[src/rtl/multi_sat_counter_if.sv]
// Bundle of control, configuration and status signals for multi_sat_counter.
// Optional sticky-flag signals exist only when MULTI_SAT_COUNTER_STICKY_EN is defined.
interface multi_sat_counter_if #(
  parameter int WIDTH  = 8,
  parameter int NUM_CH = 4,
  parameter int STEP_W = 3
);
  logic [NUM_CH-1:0]        clear;
  logic [NUM_CH-1:0]        load;
  logic [NUM_CH*WIDTH-1:0]  load_val;
  logic [NUM_CH-1:0]        enable;
  logic [NUM_CH-1:0]        up_down_n;
  logic [NUM_CH*STEP_W-1:0] step_size;
  logic                     wrap_mode;
  logic [WIDTH-1:0]         count_min;
  logic [WIDTH-1:0]         count_max;
  logic [NUM_CH*WIDTH-1:0]  count;
  logic [NUM_CH-1:0]        max_reached;
  logic [NUM_CH-1:0]        min_reached;
  logic [NUM_CH-1:0]        bound_event;
`ifdef MULTI_SAT_COUNTER_STICKY_EN
  logic [NUM_CH-1:0]        sticky_clr;
  logic [NUM_CH-1:0]        bound_sticky;
`endif

  modport master (
    output clear, load, load_val, enable, up_down_n, step_size,
           wrap_mode, count_min, count_max,
`ifdef MULTI_SAT_COUNTER_STICKY_EN
    output sticky_clr,
    input  bound_sticky,
`endif
    input  count, max_reached, min_reached, bound_event
  );

  modport slave (
    input  clear, load, load_val, enable, up_down_n, step_size,
           wrap_mode, count_min, count_max,
`ifdef MULTI_SAT_COUNTER_STICKY_EN
    input  sticky_clr,
    output bound_sticky,
`endif
    output count, max_reached, min_reached, bound_event
  );
endinterface

[src/rtl/multi_sat_counter.sv]
// Bank of independent up/down counters with a shared [min,max] window, saturate or wrap.
// Define MULTI_SAT_COUNTER_STICKY_EN to add per-channel sticky boundary flags.
module multi_sat_counter #(
  parameter int WIDTH  = 8,
  parameter int NUM_CH = 4,
  parameter int STEP_W = 3
) (
  input  logic                clk,
  input  logic                rst,
  multi_sat_counter_if.slave  bus
);

  logic cfgOk;
  assign cfgOk = (bus.count_min <= bus.count_max);

  for (genvar i = 0; i < NUM_CH; i++) begin : gen_ch
    logic [WIDTH-1:0] count_q, count_d;
    logic             event_q, event_d;
    logic [WIDTH-1:0] base, loadVal;
    logic [WIDTH:0]   step_w, sum_w, lowLimit_w;

    assign loadVal    = bus.load_val[i*WIDTH +: WIDTH];
    assign step_w     = (WIDTH+1)'(bus.step_size[i*STEP_W +: STEP_W]) + (WIDTH+1)'(1);
    assign sum_w      = {1'b0, base} + step_w;
    assign lowLimit_w = {1'b0, bus.count_min} + step_w;

    // Bounds may move at run time, so snap the count into the window before stepping.
    always_comb begin
      base = count_q;
      if (count_q < bus.count_min)
        base = bus.count_min;
      else if (count_q > bus.count_max)
        base = bus.count_max;
    end

    always_comb begin
      count_d = count_q;
      event_d = 1'b0;
      if (bus.clear[i]) begin
        count_d = bus.count_min;
      end else if (cfgOk) begin
        if (bus.load[i]) begin
          if (loadVal < bus.count_min) begin
            count_d = bus.count_min;
            event_d = 1'b1;
          end else if (loadVal > bus.count_max) begin
            count_d = bus.count_max;
            event_d = 1'b1;
          end else begin
            count_d = loadVal;
          end
        end else if (bus.enable[i]) begin
          if (bus.up_down_n[i]) begin
            if (sum_w <= {1'b0, bus.count_max}) begin
              count_d = sum_w[WIDTH-1:0];
            end else begin
              count_d = bus.wrap_mode ? bus.count_min : bus.count_max;
              event_d = 1'b1;
            end
          end else begin
            // base >= min + step guarantees step fits in WIDTH bits here.
            if ({1'b0, base} >= lowLimit_w) begin
              count_d = base - step_w[WIDTH-1:0];
            end else begin
              count_d = bus.wrap_mode ? bus.count_max : bus.count_min;
              event_d = 1'b1;
            end
          end
        end
      end
    end

    always_ff @(posedge clk) begin
      if (rst) begin
        count_q <= '0;
        event_q <= 1'b0;
      end else begin
        count_q <= count_d;
        event_q <= event_d;
      end
    end

    assign bus.count[i*WIDTH +: WIDTH] = count_q;
    assign bus.bound_event[i]          = event_q;
    assign bus.max_reached[i]          = (count_q == bus.count_max);
    assign bus.min_reached[i]          = (count_q == bus.count_min);

`ifdef MULTI_SAT_COUNTER_STICKY_EN
    logic sticky_q, sticky_d;

    // A new boundary event wins over a coincident clear request.
    always_comb begin
      sticky_d = event_d | (sticky_q & ~bus.sticky_clr[i]);
    end

    always_ff @(posedge clk) begin
      if (rst)
        sticky_q <= 1'b0;
      else
        sticky_q <= sticky_d;
    end

    assign bus.bound_sticky[i] = sticky_q;
`endif
  end

endmodule

[src/flat_wrapper.sv]
// flat-port wrapper written by rule: the top's interface ports become plain ports
module multi_sat_counter_flat 
#(
  parameter int WIDTH  = 8,
  parameter int NUM_CH = 4,
  parameter int STEP_W = 3
)
  (clk, rst, bus_clear, bus_load, bus_load_val, bus_enable, bus_up_down_n, bus_step_size, bus_wrap_mode, bus_count_min, bus_count_max, bus_count, bus_max_reached, bus_min_reached, bus_bound_event);
  multi_sat_counter_if #(.WIDTH(WIDTH), .NUM_CH(NUM_CH), .STEP_W(STEP_W)) bus_i ();
  input  logic clk;
  input  logic rst;
  input wire logic [$bits(bus_i.clear)-1:0] bus_clear;
  input wire logic [$bits(bus_i.load)-1:0] bus_load;
  input wire logic [$bits(bus_i.load_val)-1:0] bus_load_val;
  input wire logic [$bits(bus_i.enable)-1:0] bus_enable;
  input wire logic [$bits(bus_i.up_down_n)-1:0] bus_up_down_n;
  input wire logic [$bits(bus_i.step_size)-1:0] bus_step_size;
  input wire logic [$bits(bus_i.wrap_mode)-1:0] bus_wrap_mode;
  input wire logic [$bits(bus_i.count_min)-1:0] bus_count_min;
  input wire logic [$bits(bus_i.count_max)-1:0] bus_count_max;
  output wire logic [$bits(bus_i.count)-1:0] bus_count;
  output wire logic [$bits(bus_i.max_reached)-1:0] bus_max_reached;
  output wire logic [$bits(bus_i.min_reached)-1:0] bus_min_reached;
  output wire logic [$bits(bus_i.bound_event)-1:0] bus_bound_event;
  assign bus_i.clear = bus_clear;
  assign bus_i.load = bus_load;
  assign bus_i.load_val = bus_load_val;
  assign bus_i.enable = bus_enable;
  assign bus_i.up_down_n = bus_up_down_n;
  assign bus_i.step_size = bus_step_size;
  assign bus_i.wrap_mode = bus_wrap_mode;
  assign bus_i.count_min = bus_count_min;
  assign bus_i.count_max = bus_count_max;
  assign bus_count = bus_i.count;
  assign bus_max_reached = bus_i.max_reached;
  assign bus_min_reached = bus_i.min_reached;
  assign bus_bound_event = bus_i.bound_event;
  multi_sat_counter #(.WIDTH(WIDTH), .NUM_CH(NUM_CH), .STEP_W(STEP_W)) u_core (.clk(clk), .rst(rst), .bus(bus_i));
endmodule
[config.mk]
export PLATFORM = sky130hd
export DESIGN_NAME = multi_sat_counter_flat
export DESIGN_NICKNAME = d
export VERILOG_FILES = /design/src/rtl/multi_sat_counter_if.sv /design/src/rtl/multi_sat_counter.sv /design/src/flat_wrapper.sv
export SDC_FILE = /design/constraint.sdc
export NUM_CORES = 1
export LEC_CHECK = 0
export CAP_MARGIN = 20
export CORE_MARGIN = 2
export CORE_UTILIZATION = 60
export DETAILED_ROUTE_END_ITERATION = 8
export PLACE_DENSITY = 0.84
export SYNTH_ARGS = -nofsm -noshare
export SYNTH_HDL_FRONTEND = slang
export SYNTH_SLANG_ARGS = --single-unit
[constraint.sdc]
create_clock -name clk -period 6.65 [get_ports clk]
set_input_delay 0.665 -clock clk [delete_from_list [all_inputs] [get_ports clk]]
set_output_delay 0.665 -clock clk [all_outputs]
set_load 0.005 [all_outputs]
==> flow_metrics.py <==
metrics = {
    "status": {
        "status": "complete, no violations",
    },
    "cells_and_area": {
        "syn2layout_area_growth_pct": 17.1,
        "nFillCells": 1510,
        "multi_input_area_um2": 10200,
        "stdcell_area_um2": 13600,
        "antenna_cells": 0,
        "seqCellArea_um2": 721,
        "drive_gt1_share_pct": 8.47,
        "fin_nets": 2009,
    },
    "clock_tree": {
        "clk_pin_slew_ns": 0.06,
        "clk_path_buf_depth": 2,
        "clk_latency_ns": 0.31,
        "htreeDepth": 2,
        "cts_sinks": 36,
        "cts_buffers": 5,
        "root_buffer": "clkbuf_16",
        "cts_hold_buf": 0,
        "cts_tree": "built",
    },
    "synth": {
        "avgSynthCellArea_um2": 7.64,
        "synth_compound_area_share_pct": 29.5,
        "muxShareOfSynthArea_pct": 5.20,
        "synth-simple-area-share_pct": 18.6,
        "syn_area_um2": 11600,
        "yosys.area_share.adder_pct": 29.3,
        "synth_cells": 1518,
        "ys.warnings.count": 0,
        "synth_top_family_by_area": "compound AO/OA/AOI/OAI gates",
        "syn_nets": 1861,
        "synth_seq_area_share_pct": 6.22,
        "synth-main-ff-cell": "dfxtp_1",
        "synth_xor_xnor_area_share_pct": 5.06,
        "synth_edf_count": 0,
        "ys_types": 97,
        "async_flop_share_pct": 0,
        "ys_ff_latch": 36,
    },
    "sta": {
        "fin_crit_ns": 6.32,
        "setup_viol": 0,
        "slew_headroom_pct": 16.3,
        "hold_viol": 0,
        "rsz0062_at_grt": "no",
        "final.setup.tns_ns": 0,
        "finalCritPeriodShare_pct": 95.0,
        "max_freq_mhz": 158,
        "timing.final.max_slew_violations": 0,
        "finClkSkew_ns": 0.00317,
        "max_slew.worst_pin.slew_ns": 1.22,
    },
    "placed_design": {
        "gp_routability_congestion": 1.07,
        "io_buffers": 122,
        "dpl.hpwl_um": 36900,
        "placed_area_um2": 13400,
    },
    "critical_path": {
        "crit_required_ns": 6.84,
        "cp.arrival_ns": 6.51,
        "start_kind": "input pin",
        "crit_fanout": 11,
        "worstSetupEndpointType": "register",
        "path_class": "input pin to register",
    },
    "global_routing": {
        "grt_pass1_vias": 12600,
        "overflow": 0,
        "grt_max_degree": 26,
        "grt_pass1_wl_um": 71900,
        "antenna_found_initial": 1,
        "grt.total_usage_pct": 46.6,
    },
    "floorplan": {
        "coreArea_um2": 18800,
        "dieArea_um2": 20400,
        "start_util_pct": 61.6,
        "pin_count": 123,
        "row_count": 50,
        "fp.dieH_um": 143,
        "chipWidth_um": 143,
    },
    "routing": {
        "drt_pre_antenna_iters": 8,
        "avgRoutedWirePerCell_um": 24.9,
        "ant_nets": 0,
        "first_iter_violations": 1603,
        "drcViolationCount": 0,
        "wl_um": 47900,
        "vias": 13300,
        "viasPerCell": 6.91,
    },
    "power_and_ir_drop": {
        "power_density_nw_per_um2": 202,
        "ir_worst_vdd_mv": 0.151,
        "p_leak_uw": 0.00620,
    },
    "run": {
        "cap_viol_max_count": 0,
    },
    "min_path": {
        "min_path_type": "register to register",
    },
}
## stage by stage
stage               worst slack [ns]  cells  total power, uW  hold WS, ns  util, %
detailed placement             0.115   1915             2410        0.531     71.3
CTS                            0.452   1920             2660        0.538     72.0
floorplan                      0.625   1518             1760        0.480        -
finish                         0.333   1924             2740        0.546     72.1
global route                  0.0562   1924             2940        0.571     72.1
global placement               0.278   1915             2370        0.530     71.3
## layout by cell type, fill, tap and decap left out, types with 20 or more instances in the layout
| cell type | count |
|---|---|
| a211oi_1 | 21 |
| a21o_1 | 40 |
| a21oi_1 | 119 |
| buf_4 | 82 |
| clkdlybuf4s50_1 | 122 |
| dfxtp_1 | 36 |
| ha_1 | 252 |
| inv_1 | 94 |
| mux2i_1 | 49 |
| nand2_1 | 106 |
| nand3_1 | 42 |
| nand4_1 | 21 |
| nor2_1 | 107 |
| nor2b_1 | 30 |
| nor3_1 | 30 |
| o211ai_1 | 20 |
| o21ai_0 | 98 |
| xnor2_1 | 41 |
| xor2_1 | 26 |
## per-layer routing
metal | GRT usage (%) | part of all wire [%]
met5 | 0 | 0
met4 | 32.3 | 8.2
met3 | 12.0 | 14
met2 | 69.4 | 41
met1 | 58.5 | 38
## worst max-delay path, cell delays in order
cell and delay [ns]:
clkdlybuf4s50_1 0.44, inv_1 0.47, ha_1 0.36, nor2b_1 0.13
o211ai_1 0.19, a21oi_1 0.14, o21ai_2 0.26, a21oi_1 0.10
a21oi_1 0.35, ha_1 0.33, a21o_1 0.18, a21oi_1 0.21
nor2_1 0.06, o22ai_1 0.24, nor2_1 0.12, nand4_1 0.16
nand2b_1 0.07, ha_1 0.31, nand4_1 0.09, or3_1 0.39
o21ai_0 0.08, o21ai_0 0.17, a41oi_2 0.36, buf_4 0.23
nor3_1 0.06, o31a_1 0.31
## sequential cells by signal, summed over array words and instances (netlist names)
name                   flops
u_core.gen_ch.count_q     32
u_core.gen_ch.event_q      4
## report_power, final
| group | switching [uW] | total [uW] | leakage [uW] | internal [uW] |
|---|---|---|---|---|
| logic | 1270 | 2190 | 0.00584 | 919 |
| clock network | 109 | 243 | 0.0000616 | 133 |
| registers | 63.8 | 309 | 0.000299 | 245 |
## logic make-up after synthesis
family,count (synthesis)
AND/OR/NAND/NOR,433
XOR/XNOR,67
flip-flops,36
buffers and inverters,166
adder cells (fa/ha/maj),264
multiplexers,59
AO/OA/AOI/OAI,493
## path summary, 6_finish.rpt
check                                            startpoint                           to  slack [ns]  depth (start not counted)
worst min register to register  u_core.gen_ch[2].count_q[0]  u_core.gen_ch[2].count_q[0]        0.55                          2
worst max register to register  u_core.gen_ch[1].count_q[0]  u_core.gen_ch[1].count_q[7]        1.14                         23
worst min-delay path            u_core.gen_ch[2].count_q[0]  u_core.gen_ch[2].count_q[0]        0.55                          2
worst max-delay path                       bus_count_max[1]  u_core.gen_ch[0].count_q[1]        0.33                         26
## Yosys cell counts (all sizes together), types with 5 or more instances
master / number / area [um^2]
ha: 252 / 3150
a21oi: 121 / 613
nor2: 107 / 402
nand2: 106 / 398
o21ai: 105 / 529
inv: 96 / 360
mux2i: 49 / 490
clkbuf: 46 / 186
nand3: 43 / 220
a21o: 41 / 309
xnor2: 41 / 359
dfxtp: 36 / 721
nor2b: 30 / 188
nor3: 30 / 150
xor2: 26 / 228
a211oi: 23 / 190
nand4: 22 / 144
buf: 21 / 149
o211ai: 20 / 150
nand2b: 19 / 119
o21a: 19 / 143
a31oi: 18 / 140
a22oi: 14 / 143
and2: 13 / 81.3
o21bai: 13 / 97.6
or3: 13 / 81.3
fa: 12 / 240
a221oi: 11 / 103
and3: 11 / 68.8
a311oi: 10 / 105
mux2: 10 / 113
a211o: 9 / 78.8
o311ai: 9 / 78.8
a21boi: 8 / 60.1
a32o: 8 / 80.1
nor3b: 8 / 60.1
a221o: 6 / 60.1
and4: 5 / 46.3
o2111ai: 5 / 43.8
o221ai: 5 / 50.0
o22ai: 5 / 31.3
o31a: 5 / 43.8
or2: 5 / 31.3
## cell type report
cell class	count	area share, %
timing repair buffer	209	13.8
tap	260	2.40
inverter	98	2.71
sequential	36	5.31
clock buffer	5	0.921
multi-input combinational	1316	74.8
## repair_timing
item | in CTS | in global routing
hold endpoints to repair | 0 | 0
setup endpoints to repair | 0 | 2
resized for setup | 0 | 1
buffers inserted | 0 | 0
Note: power is estimated with default switching activity, not from simulation.
